[config.mk]
export PLATFORM = sky130hd
export DESIGN_NAME = lsu_seq_flat
export DESIGN_NICKNAME = d
export VERILOG_FILES = /design/src/rtl/lsu_pkg.sv /design/src/rtl/lsu_seq_if.sv /design/src/rtl/lsu_align.sv /design/src/rtl/lsu_seq.sv /design/src/flat_wrapper.sv
export SDC_FILE = /design/constraint.sdc
export NUM_CORES = 1
export LEC_CHECK = 0
export BUFFER_PORTS_ARGS = -buffer_cell sky130_fd_sc_hd__clkbuf_2
export CAP_MARGIN = 5
export CORE_ASPECT_RATIO = 1.1
export CORE_UTILIZATION = 35
export DETAILED_ROUTE_END_ITERATION = 8
export MAX_ROUTING_LAYER = met4
export PLACE_DENSITY = 0.63
export SYNTH_ARGS = -nofsm -noshare
export SYNTH_HDL_FRONTEND = slang
export SYNTH_SLANG_ARGS = --single-unit
[constraint.sdc]
create_clock -name clk_i -period 2.7 [get_ports clk_i]
set_input_delay 0.405 -clock clk_i [delete_from_list [all_inputs] [get_ports clk_i]]
set_output_delay 0.405 -clock clk_i [all_outputs]
set_load 0.05 [all_outputs]
[src/rtl/lsu_pkg.sv]
// Shared width codes, FSM state type and size helper for the sequential
// load/store unit (lsu_seq, lsu_align).
package lsu_pkg;

  localparam logic [1:0] LSU_BYTE = 2'b00;
  localparam logic [1:0] LSU_HALF = 2'b01;
  localparam logic [1:0] LSU_WORD = 2'b10;
  localparam logic [1:0] LSU_DBL  = 2'b11;

  typedef enum logic [1:0] {
    ST_IDLE = 2'b00,
    ST_BUS  = 2'b01,
    ST_RESP = 2'b10
  } lsu_state_e;

  function automatic logic [3:0] size_bytes(input logic [2:0] funct3);
    logic [3:0] size;
    case (funct3[1:0])
      LSU_BYTE: size = 4'd1;
      LSU_HALF: size = 4'd2;
      LSU_WORD: size = 4'd4;
      default:  size = 4'd8;
    endcase
    return size;
  endfunction

endpackage

[src/rtl/lsu_seq_if.sv]
// MEM-stage request/response and data-bus signals of lsu_seq, grouped with
// modports for the unit (master) and its surroundings (slave).
interface lsu_seq_if #(
  parameter int XLEN   = 32,
  parameter int ADDR_W = 32
);
  logic                mem_req_i;
  logic                mem_we_mem_i;
  logic [2:0]          mem_funct3;
  logic [ADDR_W-1:0]   mem_addr_i;
  logic [XLEN-1:0]     mem_dat_i;
  logic                mem_stall_o;
  logic                mem_done_o;
  logic [XLEN-1:0]     mem_dat_o;
  logic                mem_err_o;
  logic                mem_bus_err_o;
  logic                lsu_cyc_o;
  logic                lsu_stb_o;
  logic                lsu_we_o;
  logic [XLEN/8-1:0]   lsu_sel_o;
  logic [ADDR_W-1:0]   lsu_addr_o;
  logic [XLEN-1:0]     lsu_dat_o;
  logic [XLEN-1:0]     lsu_dat_i;
  logic                lsu_ack_i;
  logic                lsu_err_i;

  modport master (
    input  mem_req_i, mem_we_mem_i, mem_funct3, mem_addr_i, mem_dat_i,
    input  lsu_dat_i, lsu_ack_i, lsu_err_i,
    output mem_stall_o, mem_done_o, mem_dat_o, mem_err_o, mem_bus_err_o,
    output lsu_cyc_o, lsu_stb_o, lsu_we_o, lsu_sel_o, lsu_addr_o, lsu_dat_o
  );

  modport slave (
    output mem_req_i, mem_we_mem_i, mem_funct3, mem_addr_i, mem_dat_i,
    output lsu_dat_i, lsu_ack_i, lsu_err_i,
    input  mem_stall_o, mem_done_o, mem_dat_o, mem_err_o, mem_bus_err_o,
    input  lsu_cyc_o, lsu_stb_o, lsu_we_o, lsu_sel_o, lsu_addr_o, lsu_dat_o
  );
endinterface

[src/rtl/lsu_align.sv]
// Combinational lane logic: legality/alignment, byte enables, replicated
// store data and sign/zero-extended load data.
module lsu_align
  import lsu_pkg::*;
#(
  parameter int XLEN = 32
) (
  input  logic [2:0]                 funct3,
  input  logic                       we,
  input  logic [$clog2(XLEN/8)-1:0]  addr_lo,
  input  logic [XLEN-1:0]            st_dat,
  input  logic [XLEN-1:0]            rd_dat,
  output logic                       misalign,
  output logic [XLEN/8-1:0]          sel,
  output logic [XLEN-1:0]            st_lanes,
  output logic [XLEN-1:0]            ld_ext
);
  localparam int NB = XLEN / 8;
  localparam int LW = $clog2(NB);
  localparam int XW = $clog2(XLEN);

  logic [3:0]      size_s;
  logic            illegal_s;
  logic [NB-1:0]   base_s;
  logic [XLEN-1:0] shifted_s;
  logic [XW-1:0]   msb_s;
  logic            fill_s;

  assign size_s = size_bytes(funct3);

  // Illegal encodings are reported through the misalign flag.
  always_comb begin
    illegal_s = 1'b0;
    if ((funct3[1:0] == LSU_DBL) && (XLEN == 32)) begin
      illegal_s = 1'b1;
    end else if (we && funct3[2]) begin
      illegal_s = 1'b1;
    end else if ((XLEN == 32) && (funct3 == 3'b110)) begin
      illegal_s = 1'b1;
    end else begin
      illegal_s = 1'b0;
    end
    misalign = illegal_s || ((addr_lo & LW'(size_s - 4'd1)) != {LW{1'b0}});
  end

  // Contiguous mask of size bytes, moved up to the addressed lane.
  always_comb begin
    base_s = {NB{1'b0}};
    for (int i = 0; i < NB; i++) begin
      if (i < int'(size_s)) begin
        base_s[i] = 1'b1;
      end else begin
        base_s[i] = 1'b0;
      end
    end
    sel = base_s << addr_lo;
  end

  // Store data repeated across the bus at the access size.
  always_comb begin
    case (funct3[1:0])
      LSU_BYTE: st_lanes = {NB{st_dat[7:0]}};
      LSU_HALF: st_lanes = {(NB/2){st_dat[15:0]}};
      LSU_WORD: st_lanes = {(NB/4){st_dat[31:0]}};
      default:  st_lanes = st_dat;
    endcase
  end

  // Bring the addressed lane down to bit 0 and fill above its MSB.
  always_comb begin
    shifted_s = rd_dat >> {addr_lo, 3'b000};
    case (funct3[1:0])
      LSU_BYTE: msb_s = XW'(6'd7);
      LSU_HALF: msb_s = XW'(6'd15);
      LSU_WORD: msb_s = XW'(6'd31);
      default:  msb_s = XW'(XLEN - 1);
    endcase
    fill_s = ~funct3[2] & shifted_s[msb_s];
    ld_ext = {XLEN{1'b0}};
    for (int i = 0; i < XLEN; i++) begin
      if (i > int'(msb_s)) begin
        ld_ext[i] = fill_s;
      end else begin
        ld_ext[i] = shifted_s[i];
      end
    end
  end

endmodule

[src/rtl/lsu_seq.sv]
// Sequential load/store unit: one handshaked bus cycle per MEM request.
// Optional bus watchdog: define LSU_TIMEOUT_EN.
module lsu_seq
  import lsu_pkg::*;
#(
  parameter int XLEN           = 32,
  parameter int ADDR_W         = 32,
  parameter int TIMEOUT_CYCLES = 255
) (
  input  logic       clk_i,
  input  logic       rst_i,
  lsu_seq_if.master  bus
);
  localparam int NB = XLEN / 8;
  localparam int LW = $clog2(NB);

  lsu_state_e      state_r, state_nx;
  logic            go_bus_s, done_nx, err_nx, bus_err_nx, load_upd_s, tmo_hit_s;
  logic            misalign_s;
  logic [NB-1:0]   sel_s;
  logic [XLEN-1:0] st_lanes_s, ld_ext_s;
  logic            cyc_r, we_r, done_r, err_r, bus_err_r;
  logic [NB-1:0]   sel_r;
  logic [ADDR_W-1:0] addr_r;
  logic [XLEN-1:0] dat_r, mem_dat_r;

  lsu_align #(.XLEN(XLEN)) u_align (
    .funct3   (bus.mem_funct3),
    .we       (bus.mem_we_mem_i),
    .addr_lo  (bus.mem_addr_i[LW-1:0]),
    .st_dat   (bus.mem_dat_i),
    .rd_dat   (bus.lsu_dat_i),
    .misalign (misalign_s),
    .sel      (sel_s),
    .st_lanes (st_lanes_s),
    .ld_ext   (ld_ext_s)
  );

`ifdef LSU_TIMEOUT_EN
  localparam int TW_RAW = $clog2(TIMEOUT_CYCLES + 1);
  localparam int TW = (TW_RAW < 8) ? 8 : ((TW_RAW > 16) ? 16 : TW_RAW);
  logic [TW-1:0] tmo_cnt_r;

  // Cycles spent in BUS, restarted for every new bus cycle.
  always_ff @(posedge clk_i) begin
    if (rst_i || go_bus_s) begin
      tmo_cnt_r <= {TW{1'b0}};
    end else if (state_r == ST_BUS) begin
      tmo_cnt_r <= tmo_cnt_r + {{(TW-1){1'b0}}, 1'b1};
    end else begin
      tmo_cnt_r <= tmo_cnt_r;
    end
  end

  assign tmo_hit_s = (state_r == ST_BUS) && (tmo_cnt_r == TW'(TIMEOUT_CYCLES - 1));
`else
  localparam int unused_timeout_cycles = TIMEOUT_CYCLES;
  assign tmo_hit_s = 1'b0;
`endif

  // State register.
  always_ff @(posedge clk_i) begin
    if (rst_i) begin
      state_r <= ST_IDLE;
    end else begin
      state_r <= state_nx;
    end
  end

  // Next state and the one-cycle result flags; bus error beats ack.
  always_comb begin
    state_nx   = state_r;
    go_bus_s   = 1'b0;
    done_nx    = 1'b0;
    err_nx     = 1'b0;
    bus_err_nx = 1'b0;
    load_upd_s = 1'b0;
    case (state_r)
      ST_IDLE: begin
        if (bus.mem_req_i && misalign_s) begin
          state_nx = ST_RESP;
          err_nx   = 1'b1;
        end else if (bus.mem_req_i) begin
          state_nx = ST_BUS;
          go_bus_s = 1'b1;
        end else begin
          state_nx = ST_IDLE;
        end
      end
      ST_BUS: begin
        if (bus.lsu_err_i) begin
          state_nx   = ST_RESP;
          bus_err_nx = 1'b1;
        end else if (bus.lsu_ack_i) begin
          state_nx   = ST_RESP;
          done_nx    = 1'b1;
          load_upd_s = ~we_r;
        end else if (tmo_hit_s) begin
          state_nx   = ST_RESP;
          bus_err_nx = 1'b1;
        end else begin
          state_nx = ST_BUS;
        end
      end
      ST_RESP: state_nx = ST_IDLE;
      default: state_nx = ST_IDLE;
    endcase
  end

  // Registered bus master outputs, result pulses and load data.
  always_ff @(posedge clk_i) begin
    if (rst_i) begin
      cyc_r     <= 1'b0;
      we_r      <= 1'b0;
      sel_r     <= {NB{1'b0}};
      addr_r    <= {ADDR_W{1'b0}};
      dat_r     <= {XLEN{1'b0}};
      done_r    <= 1'b0;
      err_r     <= 1'b0;
      bus_err_r <= 1'b0;
      mem_dat_r <= {XLEN{1'b0}};
    end else begin
      done_r    <= done_nx;
      err_r     <= err_nx;
      bus_err_r <= bus_err_nx;
      cyc_r     <= (state_nx == ST_BUS);
      if (go_bus_s) begin
        we_r   <= bus.mem_we_mem_i;
        sel_r  <= sel_s;
        addr_r <= {bus.mem_addr_i[ADDR_W-1:LW], {LW{1'b0}}};
        dat_r  <= st_lanes_s;
      end else if (state_nx == ST_BUS) begin
        we_r <= we_r;
      end else begin
        we_r <= 1'b0;
      end
      if (load_upd_s) begin
        mem_dat_r <= ld_ext_s;
      end else begin
        mem_dat_r <= mem_dat_r;
      end
    end
  end

  assign bus.mem_stall_o   = bus.mem_req_i & (state_r != ST_RESP);
  assign bus.mem_done_o    = done_r;
  assign bus.mem_err_o     = err_r;
  assign bus.mem_bus_err_o = bus_err_r;
  assign bus.mem_dat_o     = mem_dat_r;
  assign bus.lsu_cyc_o     = cyc_r;
  assign bus.lsu_stb_o     = cyc_r;
  assign bus.lsu_we_o      = we_r;
  assign bus.lsu_sel_o     = sel_r;
  assign bus.lsu_addr_o    = addr_r;
  assign bus.lsu_dat_o     = dat_r;

endmodule

[src/flat_wrapper.sv]
// flat-port wrapper written by rule: the top's interface ports become plain ports
module lsu_seq_flat import lsu_pkg::*;
#(
  parameter int XLEN           = 32,
  parameter int ADDR_W         = 32,
  parameter int TIMEOUT_CYCLES = 255
)
  (clk_i, rst_i, bus_mem_req_i, bus_mem_we_mem_i, bus_mem_funct3, bus_mem_addr_i, bus_mem_dat_i, bus_lsu_dat_i, bus_lsu_ack_i, bus_lsu_err_i, bus_mem_stall_o, bus_mem_done_o, bus_mem_dat_o, bus_mem_err_o, bus_mem_bus_err_o, bus_lsu_cyc_o, bus_lsu_stb_o, bus_lsu_we_o, bus_lsu_sel_o, bus_lsu_addr_o, bus_lsu_dat_o);
  lsu_seq_if #(.XLEN(XLEN), .ADDR_W(ADDR_W)) bus_i ();
  input  logic clk_i;
  input  logic rst_i;
  input wire logic [$bits(bus_i.mem_req_i)-1:0] bus_mem_req_i;
  input wire logic [$bits(bus_i.mem_we_mem_i)-1:0] bus_mem_we_mem_i;
  input wire logic [$bits(bus_i.mem_funct3)-1:0] bus_mem_funct3;
  input wire logic [$bits(bus_i.mem_addr_i)-1:0] bus_mem_addr_i;
  input wire logic [$bits(bus_i.mem_dat_i)-1:0] bus_mem_dat_i;
  input wire logic [$bits(bus_i.lsu_dat_i)-1:0] bus_lsu_dat_i;
  input wire logic [$bits(bus_i.lsu_ack_i)-1:0] bus_lsu_ack_i;
  input wire logic [$bits(bus_i.lsu_err_i)-1:0] bus_lsu_err_i;
  output wire logic [$bits(bus_i.mem_stall_o)-1:0] bus_mem_stall_o;
  output wire logic [$bits(bus_i.mem_done_o)-1:0] bus_mem_done_o;
  output wire logic [$bits(bus_i.mem_dat_o)-1:0] bus_mem_dat_o;
  output wire logic [$bits(bus_i.mem_err_o)-1:0] bus_mem_err_o;
  output wire logic [$bits(bus_i.mem_bus_err_o)-1:0] bus_mem_bus_err_o;
  output wire logic [$bits(bus_i.lsu_cyc_o)-1:0] bus_lsu_cyc_o;
  output wire logic [$bits(bus_i.lsu_stb_o)-1:0] bus_lsu_stb_o;
  output wire logic [$bits(bus_i.lsu_we_o)-1:0] bus_lsu_we_o;
  output wire logic [$bits(bus_i.lsu_sel_o)-1:0] bus_lsu_sel_o;
  output wire logic [$bits(bus_i.lsu_addr_o)-1:0] bus_lsu_addr_o;
  output wire logic [$bits(bus_i.lsu_dat_o)-1:0] bus_lsu_dat_o;
  assign bus_i.mem_req_i = bus_mem_req_i;
  assign bus_i.mem_we_mem_i = bus_mem_we_mem_i;
  assign bus_i.mem_funct3 = bus_mem_funct3;
  assign bus_i.mem_addr_i = bus_mem_addr_i;
  assign bus_i.mem_dat_i = bus_mem_dat_i;
  assign bus_i.lsu_dat_i = bus_lsu_dat_i;
  assign bus_i.lsu_ack_i = bus_lsu_ack_i;
  assign bus_i.lsu_err_i = bus_lsu_err_i;
  assign bus_mem_stall_o = bus_i.mem_stall_o;
  assign bus_mem_done_o = bus_i.mem_done_o;
  assign bus_mem_dat_o = bus_i.mem_dat_o;
  assign bus_mem_err_o = bus_i.mem_err_o;
  assign bus_mem_bus_err_o = bus_i.mem_bus_err_o;
  assign bus_lsu_cyc_o = bus_i.lsu_cyc_o;
  assign bus_lsu_stb_o = bus_i.lsu_stb_o;
  assign bus_lsu_we_o = bus_i.lsu_we_o;
  assign bus_lsu_sel_o = bus_i.lsu_sel_o;
  assign bus_lsu_addr_o = bus_i.lsu_addr_o;
  assign bus_lsu_dat_o = bus_i.lsu_dat_o;
  lsu_seq #(.XLEN(XLEN), .ADDR_W(ADDR_W), .TIMEOUT_CYCLES(TIMEOUT_CYCLES)) u_core (.clk_i(clk_i), .rst_i(rst_i), .bus(bus_i));
endmodule
# --- After elaboration in Yosys (flattened, before gate mapping) ---
# Index checks and enable logic that the tools add are counted.
word_totals:
  input_bits: 105
  wordCells: 132
  regBits: 105
  output_inout_bits: 107
op_classes:
  mux: 59
  n_eq_ne: 8
  bitwise_logic: 7
  n_lt_le_gt_ge: 36
  shift: 2
  reduce_logical: 9
  add_sub_neg: 1
op_table:
  columns: ["cell", "count"]
  rows:
  - ["5-bit greater-than comparator, first input constant", 16]
  - ["32-bit case mux with 2 select lines", 1]
  - ["1-bit 2-to-1 mux", 51]
  - ["4-bit by 5-bit greater-than comparator with 1-bit output, first input constant", 8]
  - ["32-bit by 5-bit right shift with 32-bit output", 1]
  - ["3-bit by 5-bit greater-than comparator with 1-bit output, first input constant", 4]
  - ["4-bit case mux with 3 select lines", 1]
  - ["2-bit by 5-bit greater-than comparator with 1-bit output, first input constant", 2]
  - ["5-bit case mux with 2 select lines", 1]
  - ["1-bit by 4-bit < comparator with 1-bit output, first input constant", 2]
  - ["2-bit by 4-bit < comparator with 1-bit output, first input constant", 2]
  - ["2-bit by 1-bit == test with 1-bit output, second input constant", 3]
  - ["5-bit by 6-bit < comparator with 1-bit output, second input constant", 1]
  - ["2-bit 2-to-1 mux", 3]
  - ["1-bit binary-select mux with 5-bit select", 1]
  - ["1-bit by 5-bit greater-than comparator with 1-bit output, first input constant", 1]
  - ["2-bit == test, second input constant", 2]
  - ["2-bit zero test", 2]
  - ["1-bit inverter", 4]
  - ["2-bit case mux with 2 select lines", 1]
  - ["2-bit OR reduction", 2]
  - ["4-bit by 2-bit left shift with 4-bit output", 1]
  - ["3-bit == test, second input constant", 1]
  - ["3-bit OR reduction", 1]
  - ["other kinds (8)", 10]

# --- Longest topological paths before layout ---
depth:
  word_depth: 12
  mapped_depth: 10
  mapped_depth_nobuf: 7

# --- Hierarchy ---
# From an unflattened synthesis, not the netlist that was laid out.
hier_totals:
  hier_cells: 661
  hier_area_um2: 5431.5
modules_own_cells:
  columns: ["module", "area_per_inst_um2", "seq_area_each_um2", "n_inst", "cells_per_inst"]
  rows:
  - ["lsu_seq", 3942.5, 2102.0, 1, 455]
  - ["lsu_align", 1488.9, 0.0, 1, 206]

# --- Least setup slack after synthesis ---
# No wires, ideal clock.
synth_path:
  path_type: "input port to flip-flop"
  from: "input port bus_mem_funct3[0]"
  to: "register u_core.dat_r[23], in the netlist u_core.bus.lsu_dat_o[23]"
  setup_time_ns: 0.132
  arrival_ns: 2.276
  setup_slack_ns: 0.293
  cell_stages: 10
  required_ns: 2.568
  cell_sequence: "or2_2 -> clkbuf_1 -> ha_1 -> nand2b_1 -> nand4_1 -> or2_2 -> buf_2 -> buf_2 -> a211oi_1 -> nor3_1"
synth_between:
  elab_chain_len: 9
  elab_cells_between_ends: 17
synth_rtl:
  columns: ["item", "line_no", "source"]
  rows:
  - ["start: declaration", "flat_wrapper.sv:14", "input wire logic [$bits(bus_i.mem_funct3)-1:0] bus_mem_funct3;"]
  - ["2-bit == test, or another cell as far along", "lsu_pkg.sv:18", "case (funct3[1:0])"]
  - ["4-bit case mux with 3 select lines", "lsu_pkg.sv:18", null]
  - ["2-bit by 1-bit subtractor with 2-bit output", "lsu_align.sv:43", "misalign = illegal_s || ((addr_lo & LW'(size_s - 4'd1)) != {LW{1'b0}});"]
  - ["2-bit bitwise AND", "lsu_align.sv:43", null]
  - ["2-bit nonzero test", "lsu_align.sv:43", null]
  - ["1-bit logical OR", "lsu_align.sv:43", null]
  - ["1-bit logical AND", "lsu_seq.sv:80", "if (bus.mem_req_i && misalign_s) begin"]
  - ["1-bit 2-to-1 mux", "lsu_seq.sv:80", null]
  - ["1-bit 2-to-1 mux", "lsu_seq.sv:78", "case (state_r)"]
  - ["end signal: assignment", "lsu_seq.sv:117", "dat_r <= {XLEN{1'b0}};"]
  - ["end signal: assignment", "lsu_seq.sv:131", "dat_r <= st_lanes_s;"]
  - ["end: declaration", "lsu_seq.sv:25", "logic [XLEN-1:0] dat_r, mem_dat_r;"]
# Several ways; a longest one is shown, not always the timed one.
# A chain may end at the register's enable or synchronous reset.

# --- Worst setup path in the final report ---
layout_path:
  from: "input port bus_mem_funct3[0]"
  to: "register u_core.dat_r[24], in the netlist u_core.bus.lsu_dat_o[24]"
# Same word-level chain as after synthesis.

==> run metrics <==
dpl hpwl=about 11 mm; Yosys cell types=41; most common cell after layout, fill and taps aside=clkbuf_2; Clock Latency Late Sink=between 0.3 and 0.4 ns; hold_buf cts=0; final cell count without fillers=~940; Worst Path Class, Setup=primary input to flop; sequential-to-total area share from yosys stat=0.446; Mapped Cells=585; synthesis-stage register bit count=105; Tcrit/Tclk final=0.815; Post-CTS Resized=0; WL met1=6.26 mm; Routed WL=around 14 mm; Internal Power=2.47 mW; # setup viols final=0; CP Buf/Inv Count=3; GRT Util Overall=0.209; Post CTS Setup Buffer Count=0; ys flop type=dfxtp_1; P&R area growth vs syn=31.5%; largest net degree at the start of global routing=57; Post-DRT Antenna Nets=0; drt pass-1 iters=4; GRT overflow=0; Met3 Wirelength=~750 um; antenna violations before repair=0; Site Rows=44; Worst EP required=2.91 ns; DRC viols=0; first-pass GRT wire length=22.3 mm; nets=880; drt via density=5.10; Final GP Congestion=0.926; Detailed Route Iter0 Violations=177; Final min period=around 2.2 ns; maximum VDD drop=0.294 mV; RSZ-0062 raised after global routing=no; clock slew at reported path FFs=0.07 ns; ys async rst share=0; relative slew slack=0.633; Met2 Wirelength=7.18 mm; die area=between 0.01 and 0.015 mm^2; Slew @ Worst Pin=roughly 0.55 ns; Startpoint Class=primary input; worst-path cell chain=clkbuf_2, buf_4, nand2b_1, ha_1, nand2b_1, nand4_1, or2_2, buf_4, a211oi_1, nor3_1; Clock Skew=~0.0085 ns; Comb power frac=0.187; Max clock buf depth=2; Placed Cells=922; n_diodes=0; Top Metal Used=met4; Syn Std Cell Area=~0.0047 mm^2; Sw Pwr=1.08 mW; Net Sw Frac=0.303; placeable core area=0.0132 mm^2; Critical-path top delay cell=or2_2; Die W=113 um; CTS H-Tree Depth=3; commonest cells after routing, fill and taps aside=208 x clkbuf_2, 121 x nand2_1, 105 x dfxtp_1; cts bufs inserted=9; dpl ws=0.179 ns; max cap viols=0; worst-path fanout max=27; Die Span Y=124 um; status=finished clean; Seq pwr share=0.458; port buffer count=209; vias in the first global route=about 4500; Hold Slack=0.277 ns; drt wl/cell=15.4 um; PD cells=about 570 mW/mm^2; final hold violations=0; layout cell share with drive strength beyond 1=0.346; via count=4787; Setup crit end kind=flop; Crit path largest cell delay=about 0.43 ns; Clock Sinks=105; clk root buf=clkbuf_16; clock power share=0.355; setup ws final=0.500 ns; CP delay by family, top=simple AND/OR/NAND/NOR gates; EDFF count, synth=0; HP Class=primary input to flop; final core occ=0.471; final setup TNS=0 ns; IO Count=212; worst endpoint data arrival time=2.41 ns; Lkg Pwr=about 2.6 nW; Max Slew Vio Count=0; syn_area_per_cell=8.05 um^2; CTS tree=built; Max Fclk=roughly 450 MHz; Starting Density=0.358; synth warn=0
registers in the layout, summed over array words and instances (netlist names):
register,flops
u_core.bus.lsu_cyc_o,1
u_core.state_r,2
u_core.bus.lsu_dat_o,32
u_core.bus.lsu_sel_o,4
u_core.bus.mem_bus_err_o,1
u_core.bus.lsu_addr_o,30
u_core.bus.mem_dat_o,32
u_core.bus.mem_err_o,1
u_core.bus.mem_done_o,1
u_core.bus.lsu_we_o,1
kinds of logic after synthesis:
| logic type | Yosys count | synth area share |
|---|---|---|
| AO/OA/AOI/OAI | 138 | 0.185 |
| adder cells (fa/ha/maj) | 3 | 0.00797 |
| buffers and inverters | 56 | 0.0537 |
| flip-flops | 105 | 0.446 |
| multiplexers | 35 | 0.0813 |
| other | 1 | 0.000796 |
| AND/OR/NAND/NOR | 247 | 0.225 |
worst paths after layout:
path                                   from                        end  slack [ns]  cells after the start
hold reg to reg   u_core.bus.lsu_addr_o[30]  u_core.bus.lsu_addr_o[30]        0.45                      2
setup reg to reg          u_core.state_r[0]   u_core.bus.lsu_dat_o[24]        0.90                      6
hold / removal           bus_mem_addr_i[23]  u_core.bus.lsu_addr_o[23]        0.28                      3
setup / recovery          bus_mem_funct3[0]   u_core.bus.lsu_dat_o[24]        0.50                     10
power groups by stage:
stage          Clock [mW]  Combinational [mW]  Sequential, mW
6_report             1.26               0.664            1.63
5_1_grt              1.36               0.716            1.63
3_5_place_dp            0               0.662            1.66
4_1_cts              1.29               0.664            1.63
3_3_place_gp            0               0.653            1.66
2_1_floorplan           0               0.273            1.83
through the flow:
stage | power (mW) | cell area (um^2)
after CTS | 3.59 | 6190
after global routing | 3.71 | 6190
after floorplan | 2.10 | 4710
after global placement | 2.31 | 5900
after detailed placement | 2.32 | 5900
final | 3.55 | 6190
routing by layer:
| layer | GRT usage | vias to the layer above |
|---|---|---|
| met2 | 0.354 | 143 |
| met1 | 0.251 | 2233 |
| met4 | 0.0667 | 0 |
| met3 | 0.0443 | 18 |
| li1 | - | 2393 |
| met5 | - | - |
tightest hold or removal path: cells and delay by family:
| kind | cells | cell delay (ns) |
|---|---|---|
| buffers and inverters | 1 | 0.08 |
| AND/OR/NAND/NOR | 1 | 0.04 |
| AO/OA/AOI/OAI | 1 | 0.05 |
layout make-up:
class,count,area [um^2]
well taps,161,201
clock inverters,6,50.0
multi-input cells,425,2370
repair buffers,228,1220
flip-flops and latches,105,2100
fillers,1321,6960
inverters,3,11.3
clock buffers,10,239
cell usage after synthesis, types with 3 or more instances:
cell type / count / area [um^2]
a211oi_1: 49 / 368
a21oi_1: 59 / 295
buf_2: 12 / 60.1
buf_4: 3 / 22.5
clkbuf_1: 33 / 124
dfxtp_1: 105 / 2100
ha_1: 3 / 37.5
inv_1: 3 / 11.3
mux2_2: 16 / 180
mux2i_1: 18 / 180
nand2_1: 121 / 454
nand2b_1: 6 / 37.5
nor2_1: 68 / 255
nor3_1: 27 / 135
nor3b_1: 10 / 75.1
o211ai_1: 8 / 60.1
o21ai_0: 8 / 40.0
o22ai_1: 4 / 25.0
or2_2: 3 / 18.8
or3_1: 3 / 18.8
Power figures use the tool's default switching activity.
